[config.mk]
export PLATFORM = sky130hd
export DESIGN_NAME = display_arbiter
export DESIGN_NICKNAME = d
export VERILOG_FILES = /design/src/rtl/display_arbiter.sv
export SDC_FILE = /design/constraint.sdc
export NUM_CORES = 1
export LEC_CHECK = 0
export ABC_CLOCK_PERIOD_IN_PS = 3500
export CAP_MARGIN = 30
export CORE_MARGIN = 5
export CORE_UTILIZATION = 30
export DETAILED_ROUTE_END_ITERATION = 10
export PLACE_DENSITY_LB_ADDON = 0.25
export RECOVER_POWER = 100
export SYNTH_ARGS = -nofsm -noshare
export SYNTH_HDL_FRONTEND = slang
export SYNTH_SLANG_ARGS = --single-unit
[constraint.sdc]
create_clock -name clk -period 3.5 [get_ports clk]
set_input_delay 0.525 -clock clk [delete_from_list [all_inputs] [get_ports clk]]
set_output_delay 0.525 -clock clk [all_outputs]
set_load 0.05 [all_outputs]
[src/rtl/display_arbiter.sv]
// display_arbiter
//   Round-robin arbiter and pacing controller sharing one Avalon-ST display
//   sink between NUM_SRC word producers. One word is accepted from the
//   winning source, presented to the sink, and then further grants are held
//   off for HOLD_CYCLES so the value stays visible on the HEX/LED outputs.
//
//   Optional feature macro: DISPLAY_ARB_PRIO_EN
//     defined   : source 0 has strict priority and does not move the
//                 round-robin pointer; sources 1..NUM_SRC-1 rotate among
//                 themselves.
//     undefined : pure round-robin over all sources.
//
// Ports
//   clk        system clock (50 MHz)
//   rst        asynchronous reset, active low
//   src_data   NUM_SRC packed words, source i at [i*DATA_W +: DATA_W]
//   src_valid  per-source valid
//   src_ready  per-source ready (ready latency 0), one-hot or zero
//   out_data   word presented to the display sink
//   out_src    index of the source that produced out_data
//   out_valid  valid to the display sink
//   out_ready  ready from the display sink
//   busy       high whenever the arbiter is not idle
module display_arbiter #(
  parameter int NUM_SRC     = 4,
  parameter int DATA_W      = 32,
  parameter int HOLD_CYCLES = 50_000_000
) (
  input  logic                      clk,
  input  logic                      rst,
  input  logic [NUM_SRC*DATA_W-1:0] src_data,
  input  logic [NUM_SRC-1:0]        src_valid,
  output logic [NUM_SRC-1:0]        src_ready,
  output logic [DATA_W-1:0]         out_data,
  output logic [2:0]                out_src,
  output logic                      out_valid,
  input  logic                      out_ready,
  output logic                      busy
);

`ifdef DISPLAY_ARB_PRIO_EN
  localparam bit PRIO_EN = 1'b1;
`else
  localparam bit PRIO_EN = 1'b0;
`endif

  // A zero-width counter is illegal, so keep at least one bit when dwell is off.
  localparam int CNT_W = (HOLD_CYCLES > 0) ? $clog2(HOLD_CYCLES + 1) : 1;

  typedef enum logic [1:0] {IDLE, SEND, HOLD} state_t;

  state_t             state;
  logic [2:0]         last;
  logic [CNT_W-1:0]   cnt;

  logic               gnt_found;
  logic [2:0]         gnt_idx;
  logic [DATA_W-1:0]  gnt_data;

  // Winner search: scan last+1, last+2, ... wrapping at NUM_SRC. With the
  // priority feature, source 0 is taken first and skipped by the scan.
  always_comb begin : arb
    int                 idx;
    logic [NUM_SRC-1:0] sv_rot;
    gnt_found = 1'b0;
    gnt_idx   = '0;
    idx       = 0;
    sv_rot    = '0;
    if (PRIO_EN && src_valid[0]) begin
      gnt_found = 1'b1;
      gnt_idx   = '0;
    end
    for (int k = 1; k <= NUM_SRC; k++) begin
      idx = int'(last) + k;
      if (idx >= NUM_SRC) idx = idx - NUM_SRC;
      sv_rot = src_valid >> idx;
      if (!gnt_found && sv_rot[0] && !(PRIO_EN && idx == 0)) begin
        gnt_found = 1'b1;
        gnt_idx   = 3'(idx);
      end
    end
  end

  assign gnt_data = DATA_W'(src_data >> (int'(gnt_idx) * DATA_W));

  // Ready is only offered in IDLE and is suppressed while reset is asserted,
  // so no handshake can complete during reset.
  always_comb begin
    src_ready = '0;
    if (rst && state == IDLE && gnt_found)
      src_ready = NUM_SRC'(1) << gnt_idx;
  end

  always_ff @(posedge clk or negedge rst) begin
    if (!rst) begin
      state     <= IDLE;
      last      <= 3'(NUM_SRC - 1);
      cnt       <= '0;
      out_valid <= 1'b0;
      out_data  <= '0;
      out_src   <= '0;
      busy      <= 1'b0;
    end else begin
      case (state)
        IDLE: begin
          if (gnt_found) begin
            out_data  <= gnt_data;
            out_src   <= gnt_idx;
            out_valid <= 1'b1;
            busy      <= 1'b1;
            // A priority grant to source 0 leaves the rotation untouched.
            if (!(PRIO_EN && gnt_idx == 3'd0))
              last <= gnt_idx;
            state <= SEND;
          end
        end
        SEND: begin
          if (out_ready) begin
            out_valid <= 1'b0;
            if (HOLD_CYCLES > 0) begin
              cnt   <= CNT_W'(HOLD_CYCLES - 1);
              state <= HOLD;
            end else begin
              busy  <= 1'b0;
              state <= IDLE;
            end
          end
        end
        HOLD: begin
          if (cnt == '0) begin
            busy  <= 1'b0;
            state <= IDLE;
          end else begin
            cnt <= cnt - 1'b1;
          end
        end
        default: begin
          busy  <= 1'b0;
          state <= IDLE;
        end
      endcase
    end
  end

endmodule

==> reports/qor.yml, run 1 <==
syn_inst: 416
status: "complete, but fails checks"
die_y_um: 130
fmax_ghz: 0.297
postSynthAreaPerCell_um2: 10.4
grt_max_degree: 67
worstSetupStartpointType: "register"
path_cells: "inv_2 -> ha_1 -> or3b_1 -> o31ai_4 -> a2111o_1 -> nor3b_4 -> nand3_2 -> nor2_2 -> buf_12"
crit_path_end_kind: "output port"
wl_per_cell_um: 18.0
die_w_um: 130
clock_latency_ns: 0.32
synthArstFlopShare_pct: 100
setup_viol: 0
cts_made_buffers: 9
cell_internal_pwr_w: 0.00358
cts-root-buf: "clkbuf_16"
cts_tree: "yes"
min_period_ns: 3.36
grt_pass1_wl_um: 21300
track_usage_pct: 15.8
synth.top_cell.area_share_pct: 37.5
dieArea_um2: 17000
synth_edf_count: 0
io_buffers: 175
gp_congestion: 0.800
start_util_pct: 30.2
drv_cap: 1
clk_pin_slew_ns: 0.06
area_growth_pct: 54.6
slew_headroom_pct: -15.2
p_seq_share_pct: 18.0
vdd_drop_max_uv: 566
p_per_area_nw_per_um2: 999
place_inst: 758
switching_share_pct: 46.6
maxSlewViolCount: 67
critPathMaxStageDelay_ns: 0.58
drt_first_iter_violations: 173
power.switching_w: 0.00312
slowest_stage: "dfstp_2"
yosysWarnings: 0
instances_no_fill: 777
syn-cell-area_um2: 4340
pwr-share-comb_pct: 67.7
core_area_um2: 14400
hpwl_um: 10600
synth_flop_cell: "dfrtp_1"
yosysTopAreaCell: "dfrtp_1"
critPathRequiredTime_ns: 2.97
multiInputGateArea_um2: 2510
crit_type: "register to output port"
firstDrtPassIters: 5
rows: 44
syn-num-nets: 558
hold_ws_ns: 0.478
hold_violations: 0
synth_seq_area_share_pct: 38.7
regToRegSetupSlack_ns: 0.40
antenna_cells: 0
synth_most_common_cell: "mux2i_1"
clockBufferDepth: 2
ys_ff_latch: 67
p_leak_nw: 2.69
clock_sinks: 67
postRouteAntennaNets: 0
cp_max_fo: 6
cts_htree_levels: 3
drc_errors: 0
ios: 176
vias: 3918
tightest_slew_ns: 1.73
grt_pass1_vias: 4007
hp-class: "register to register"
worstPathArrival_ns: 2.84
synthTopCellsByArea: "dfrtp_1 (37%), mux2i_1 (16%), a221oi_2 (10%), nor2_1 (5.4%), xor2_1 (2.2%)"
period_share_pct: 96.1
num-fill-cells: 1358
rsz0062_at_grt: "yes"
antenna_found_initial: 0
grt-ovfl-total: 0
ys_top_cells_by_count: "mux2i_1 (70), dfrtp_1 (65), nor2_1 (63)"
wirelength_um: 14000
violations: "capacitance limit, slew limit"
nets: 731
p_clk_share_pct: 14.3
synth_cell_type_count: 56
register_area_um2: 1680
vias_per_cell: 5.04
layout-drive-gt1-share_pct: 13.8
skew_ns: 0.00745
==> per-stage QoR <==
step | setup WS [ns] | setup TNS [ns] | total power, W | util (%) | cell area [µm²]
final | 0.137 | 0 | 0.00671 | 46.7 | 6710
after global routing | -0.0303 | -0.0900 | 0.00712 | 46.7 | 6710
after CTS | 0.00569 | 0 | 0.00680 | 46.4 | 6670
after detailed placement | 0.237 | 0 | 0.00579 | 44.1 | 6330
after global placement | 0.306 | 0 | 0.00572 | 44.1 | 6330
after floorplan | -0.0774 | -0.310 | 0.00456 | - | 4350
==> final cells by class <==
type,instances,area share (%)
well taps,184,3.43
clock buffers,13,3.73
multi-input cells,315,37.5
repair buffers,188,29.0
inverters,8,0.448
clock inverters,2,0.895
flip-flops and latches,67,25.0
==> worst paths after layout <==
| kind | start | end | depth (start not counted) |
|---|---|---|---|
| worst min register to register | out_valid$_DFFE_PN0P_ | out_valid$_DFFE_PN0P_ | 1 |
| worst min-delay path | out_valid$_DFFE_PN0P_ | out_valid$_DFFE_PN0P_ | 1 |
| max in group asynchronous | rst | cnt[11]$_DFFE_PN0P_ | 3 |
| worst max register to register | last[1]$_DFFE_PN1P_ | out_data[28]$_DFFE_PN0P_ | 10 |
| worst max-delay path | last[1]$_DFFE_PN1P_ | src_ready[0] | 9 |
| min in group asynchronous | rst | out_data[26]$_DFFE_PN0P_ | 2 |
==> flip-flops by register name, indices dropped and copies added, names as in the netlist <==
| name | count |
|---|---|
| out_data | 32 |
| cnt | 26 |
| out_src | 3 |
| last | 2 |
| state | 2 |
| busy | 1 |
| out_valid | 1 |
==> worst max-delay path, delay by kind of cell, from the launching register on <==
kind / cells / cell delay (ns)
and+or+nand+nor: 4 / 1.09
AOI/OAI and AO/OA: 2 / 0.32
adders and majority gates: 1 / 0.29
buffers and inverters: 2 / 0.24
DFF: 1 / 0.58
==> cell families (layout without fill, tap and decap cells) <==
kind of cell / Yosys count / after routing / share of synthesized area (%)
buf+inv: 34 / 211 / 4.87
fa+ha+maj: 7 / 7 / 2.02
flops: 67 / 67 / 38.7
compound gates: 69 / 69 / 16.7
simple gates: 150 / 150 / 17.4
xor+xnor: 18 / 18 / 3.63
mux: 71 / 71 / 16.7
==> cells in the final DEF, fill, tap and decap left out, types with 4 or more instances in the layout <==
cell               n
nor2_2             4
nor3_1             5
nand2_1           18
xor2_1            11
inv_1              6
nand3_1           11
dfrtp_1           65
a21oi_1           10
mux2i_1           70
buf_4              6
xnor2_1            7
clkbuf_16          9
nor2b_1            4
dlygate4sd3_1     38
ha_1               6
o22ai_1            4
and3_1             5
a221oi_2          30
nor2_1            59
buf_12             9
nand2b_1           6
clkdlybuf4s50_1  133
nor4_1             6
or3_1              5
==> power groups by stage <==
stage | Sequential, W | Combinational, W | Clock (W)
6_report | 0.00120 | 0.00454 | 0.000960
3_3_place_gp | 0.00122 | 0.00450 | 0
5_1_grt | 0.00124 | 0.00486 | 0.00102
3_5_place_dp | 0.00123 | 0.00456 | 0
2_1_floorplan | 0.00191 | 0.00265 | 0
4_1_cts | 0.00122 | 0.00459 | 0.000985
==> timing repair <==
item | in CTS | in global routing
hold endpoints to repair | 1 | 0
pin swaps | 0 | 1
setup endpoints to repair | 4 | 4
setup buffers | 0 | 3
hold buffers | 1 | 0
gates resized for setup | 3 | 6
==> per-layer routing <==
layer / global-route usage, % / vias to the layer above / wire [µm]
met3: 4.01 / 16 / 879
met4: 4.22 / 0 / 231
li1: - / 1896 / -
met2: 26.9 / 108 / 7120
met5: 0 / - / 0
met1: 20.1 / 1898 / 5760
Power figures use the tool's default switching activity.
==> inputs of run 2 (changes only) <==
--- a/config.mk
+++ b/config.mk
@@ -8,7 +8,7 @@
 export ABC_CLOCK_PERIOD_IN_PS = 3500
 export CAP_MARGIN = 30
 export CORE_MARGIN = 5
-export CORE_UTILIZATION = 30
+export CORE_UTILIZATION = 44
 export DETAILED_ROUTE_END_ITERATION = 10
 export PLACE_DENSITY_LB_ADDON = 0.25
 export RECOVER_POWER = 100
==> run 2 against run 1 <==
Sequential share of layout area grew 0.87 points; global-route usage is 6.3 points higher; highest routed layer unchanged; clock power decreased by 34%; hold slack worse by 0.43 ns; sequential cell count is the same; the flow still finishes with violations (capacitance limit, slew limit); first-iteration DRC count up 9.2%; routed wire length down 2.4%; cell count is 6.6% lower; largest power group unchanged.
==> reports/qor.yml, run 2 (synthesis gave the netlist of run 1 again) <==
core_area_um2: 9680  # -33%
min_period_ns: 3.40  # +0.0337 ns
maxSlewViolCount: 61  # -9.0%
r2r-end: "last[0]$_DFFE_PN1P_"
drc_errors: 0  # unchanged
cts_htree_levels: 3  # unchanged
worstSetupStartpointType: "register"
io_buffers: 175  # unchanged
period_share_pct: 97.0  # +0.96 points
p_per_area_nw_per_um2: 971  # -2.8%
rows: 36  # -18%
largestRegisters: "out_data: 32 flops, cnt: 26 flops, out_src: 3 flops"
ios: 176  # unchanged
grt-ovfl-total: 0  # unchanged
vias_per_cell: 5.34  # +6.0%
finalSetupTns_ns: 0  # unchanged
wirelength_um: 13700  # -2.4%
hp-class: "input pin to asynchronous set/reset pin"
p_seq_share_pct: 19.2  # +1.2 points
pwr-share-comb_pct: 70.6  # +2.9 points
power.switching_w: 0.00308  # -1.4%
gp_congestion: 0.876  # +9.4%
antenna_cells: 0  # unchanged
clockBufferDepth: 2  # unchanged
skew_ns: 0.00962  # +0.00217 ns
nets: 730  # -0.14%
largest_register_ffs: 32  # unchanged
regToRegSetupSlack_ns: 0.37  # -0.03 ns
die_w_um: 109  # -16%
area_growth_pct: 49.4
dieArea_um2: 12000  # -30%
hold_violations: 0  # unchanged
fmax_ghz: 0.294  # -0.99%
vdd_drop_max_uv: 708  # +25%
wl_per_cell_um: 18.8  # +4.5%
crit_type: "register to output port"
worstPathArrival_ns: 2.87  # +0.03 ns
setup_viol: 0  # unchanged
antenna_found_initial: 0  # unchanged
drt_first_iter_violations: 189  # +9.2%
layout_common_cells: "clkdlybuf4s50_1 (133), mux2i_1 (70), dfrtp_1 (65)"
start_util_pct: 44.8  # +15 points
cts_made_buffers: 9  # unchanged
p_leak_nw: 2.62  # -2.6%
cp_max_fo: 6  # unchanged
violations: "capacitance limit, slew limit"
status: "complete, but fails checks"
cts_tree: "yes"
cts-root-buf: "clkbuf_8"
vias: 3880  # -0.97%
track_usage_pct: 22.1  # +6.3 points
crit_path_end_kind: "output port"
firstDrtPassIters: 4  # -1
r2r_start: "last[1]$_DFFE_PN1P_"
p_clk_share_pct: 10.1  # -4.2 points
grt_pass1_wl_um: 20500  # -3.6%
reg2reg_depth: 10  # unchanged
hpwl_um: 10400  # -1.5%
tightest_slew_ns: 1.52  # -0.208 ns
instances_no_fill: 726  # -6.6%
grt_max_degree: 61  # -9.0%
critPathRequiredTime_ns: 2.97  # about the same
max_flop_register: "out_data"
place_inst: 707  # -6.7%
num-fill-cells: 752  # -45%
clock_sinks: 67  # unchanged
switching_share_pct: 48.9  # +2.3 points
cts_hold_buf: 0  # -1
cell_internal_pwr_w: 0.00322  # -10%
clock_latency_ns: 0.35  # +0.03 ns
clk_pin_slew_ns: 0.07  # about the same
layout-drive-gt1-share_pct: 14.0  # +0.17 points
drv_cap: 1  # unchanged
die_y_um: 109  # -16%
postRouteAntennaNets: 0  # unchanged
grt_pass1_vias: 3979  # -0.70%
slew_headroom_pct: -1.28  # +14 points
final_common_cell: "clkdlybuf4s50_1"
## run 2: how the worst max path moves through the flow
| stage | startpoint | endpoint | slack [ns] |
|---|---|---|---|
| after floorplan | last[0]$_DFFE_PN1P_ | src_ready[0] | -0.08 |
| after global placement | last[0]$_DFFE_PN1P_ | out_data[29]$_DFFE_PN0P_ | 0.27 |
| after detailed placement | last[0]$_DFFE_PN1P_ | out_data[29]$_DFFE_PN0P_ | 0.12 |
| after CTS | last[1]$_DFFE_PN1P_ | src_ready[0] | 0.009 |
| after global routing | last[1]$_DFFE_PN1P_ | src_ready[0] | -0.003 |
| final | last[1]$_DFFE_PN1P_ | src_ready[3] | 0.10 |
## run 2: metal layers
metal,wire [µm],share of wire [%],vias to the layer above,GRT usage (%)
met2,6850,50,121,36.5
met4,461,3.4,0,10.3
met5,0,0,-,0
met1,5560,41,1846,28.5
li1,-,-,1887,-
met3,789,5.8,26,3.58
## run 2: power by group through the flow
stage	clock [W]	combinational [W]	sequential (W)
after floorplan	0	0.00265	0.00191
after global placement	0	0.00436	0.00124
after detailed placement	0	0.00443	0.00125
after CTS	0.000654	0.00451	0.00122
after global routing	0.000684	0.00473	0.00125
final	0.000638	0.00445	0.00121
## run 2: repair_timing
action                                  CTS  global route
endpoints found under the hold margin     0             0
endpoints found under the setup margin    4             4
pin swaps                                 0             2
resized for setup                         4             4
buffers inserted                          1             2
## run 2: cell type report
class | count | area (µm²) | area share, %
clock buffers | 13 | 149 | 2.30
clock inverters | 3 | 40.0 | 0.618
inverters | 8 | 30.0 | 0.463
multi-input cells | 315 | 2510 | 38.7
flip-flops and latches | 67 | 1680 | 25.9
well taps | 133 | 166 | 2.57
repair buffers | 187 | 1910 | 29.4
## run 2: worst max-delay path: stages (launching register included)
cell and delay [ns]:
dfstp_2 0.59, inv_2 0.09, ha_1 0.31, or3b_1 0.39, o31ai_2 0.10, a2111o_1 0.24
nor3b_4 0.32, nand3_2 0.17, nor2_2 0.16, buf_12 0.15
## run 2: per-stage QoR
| step | hold slack (ns) | util, % | instance area (µm²) | total power, W | setup slack [ns] |
|---|---|---|---|---|---|
| detailed placement | 0.416 | 64.5 | 6240 | 0.00569 | 0.117 |
| CTS | 0.0334 | 66.8 | 6460 | 0.00639 | 0.00926 |
| global route | 0.0551 | 67.0 | 6480 | 0.00667 | -0.00344 |
| finish | 0.0511 | 67.0 | 6480 | 0.00630 | 0.103 |
| global placement | 0.418 | 64.5 | 6240 | 0.00560 | 0.268 |
| floorplan | 0.229 | - | 4350 | 0.00456 | -0.0774 |
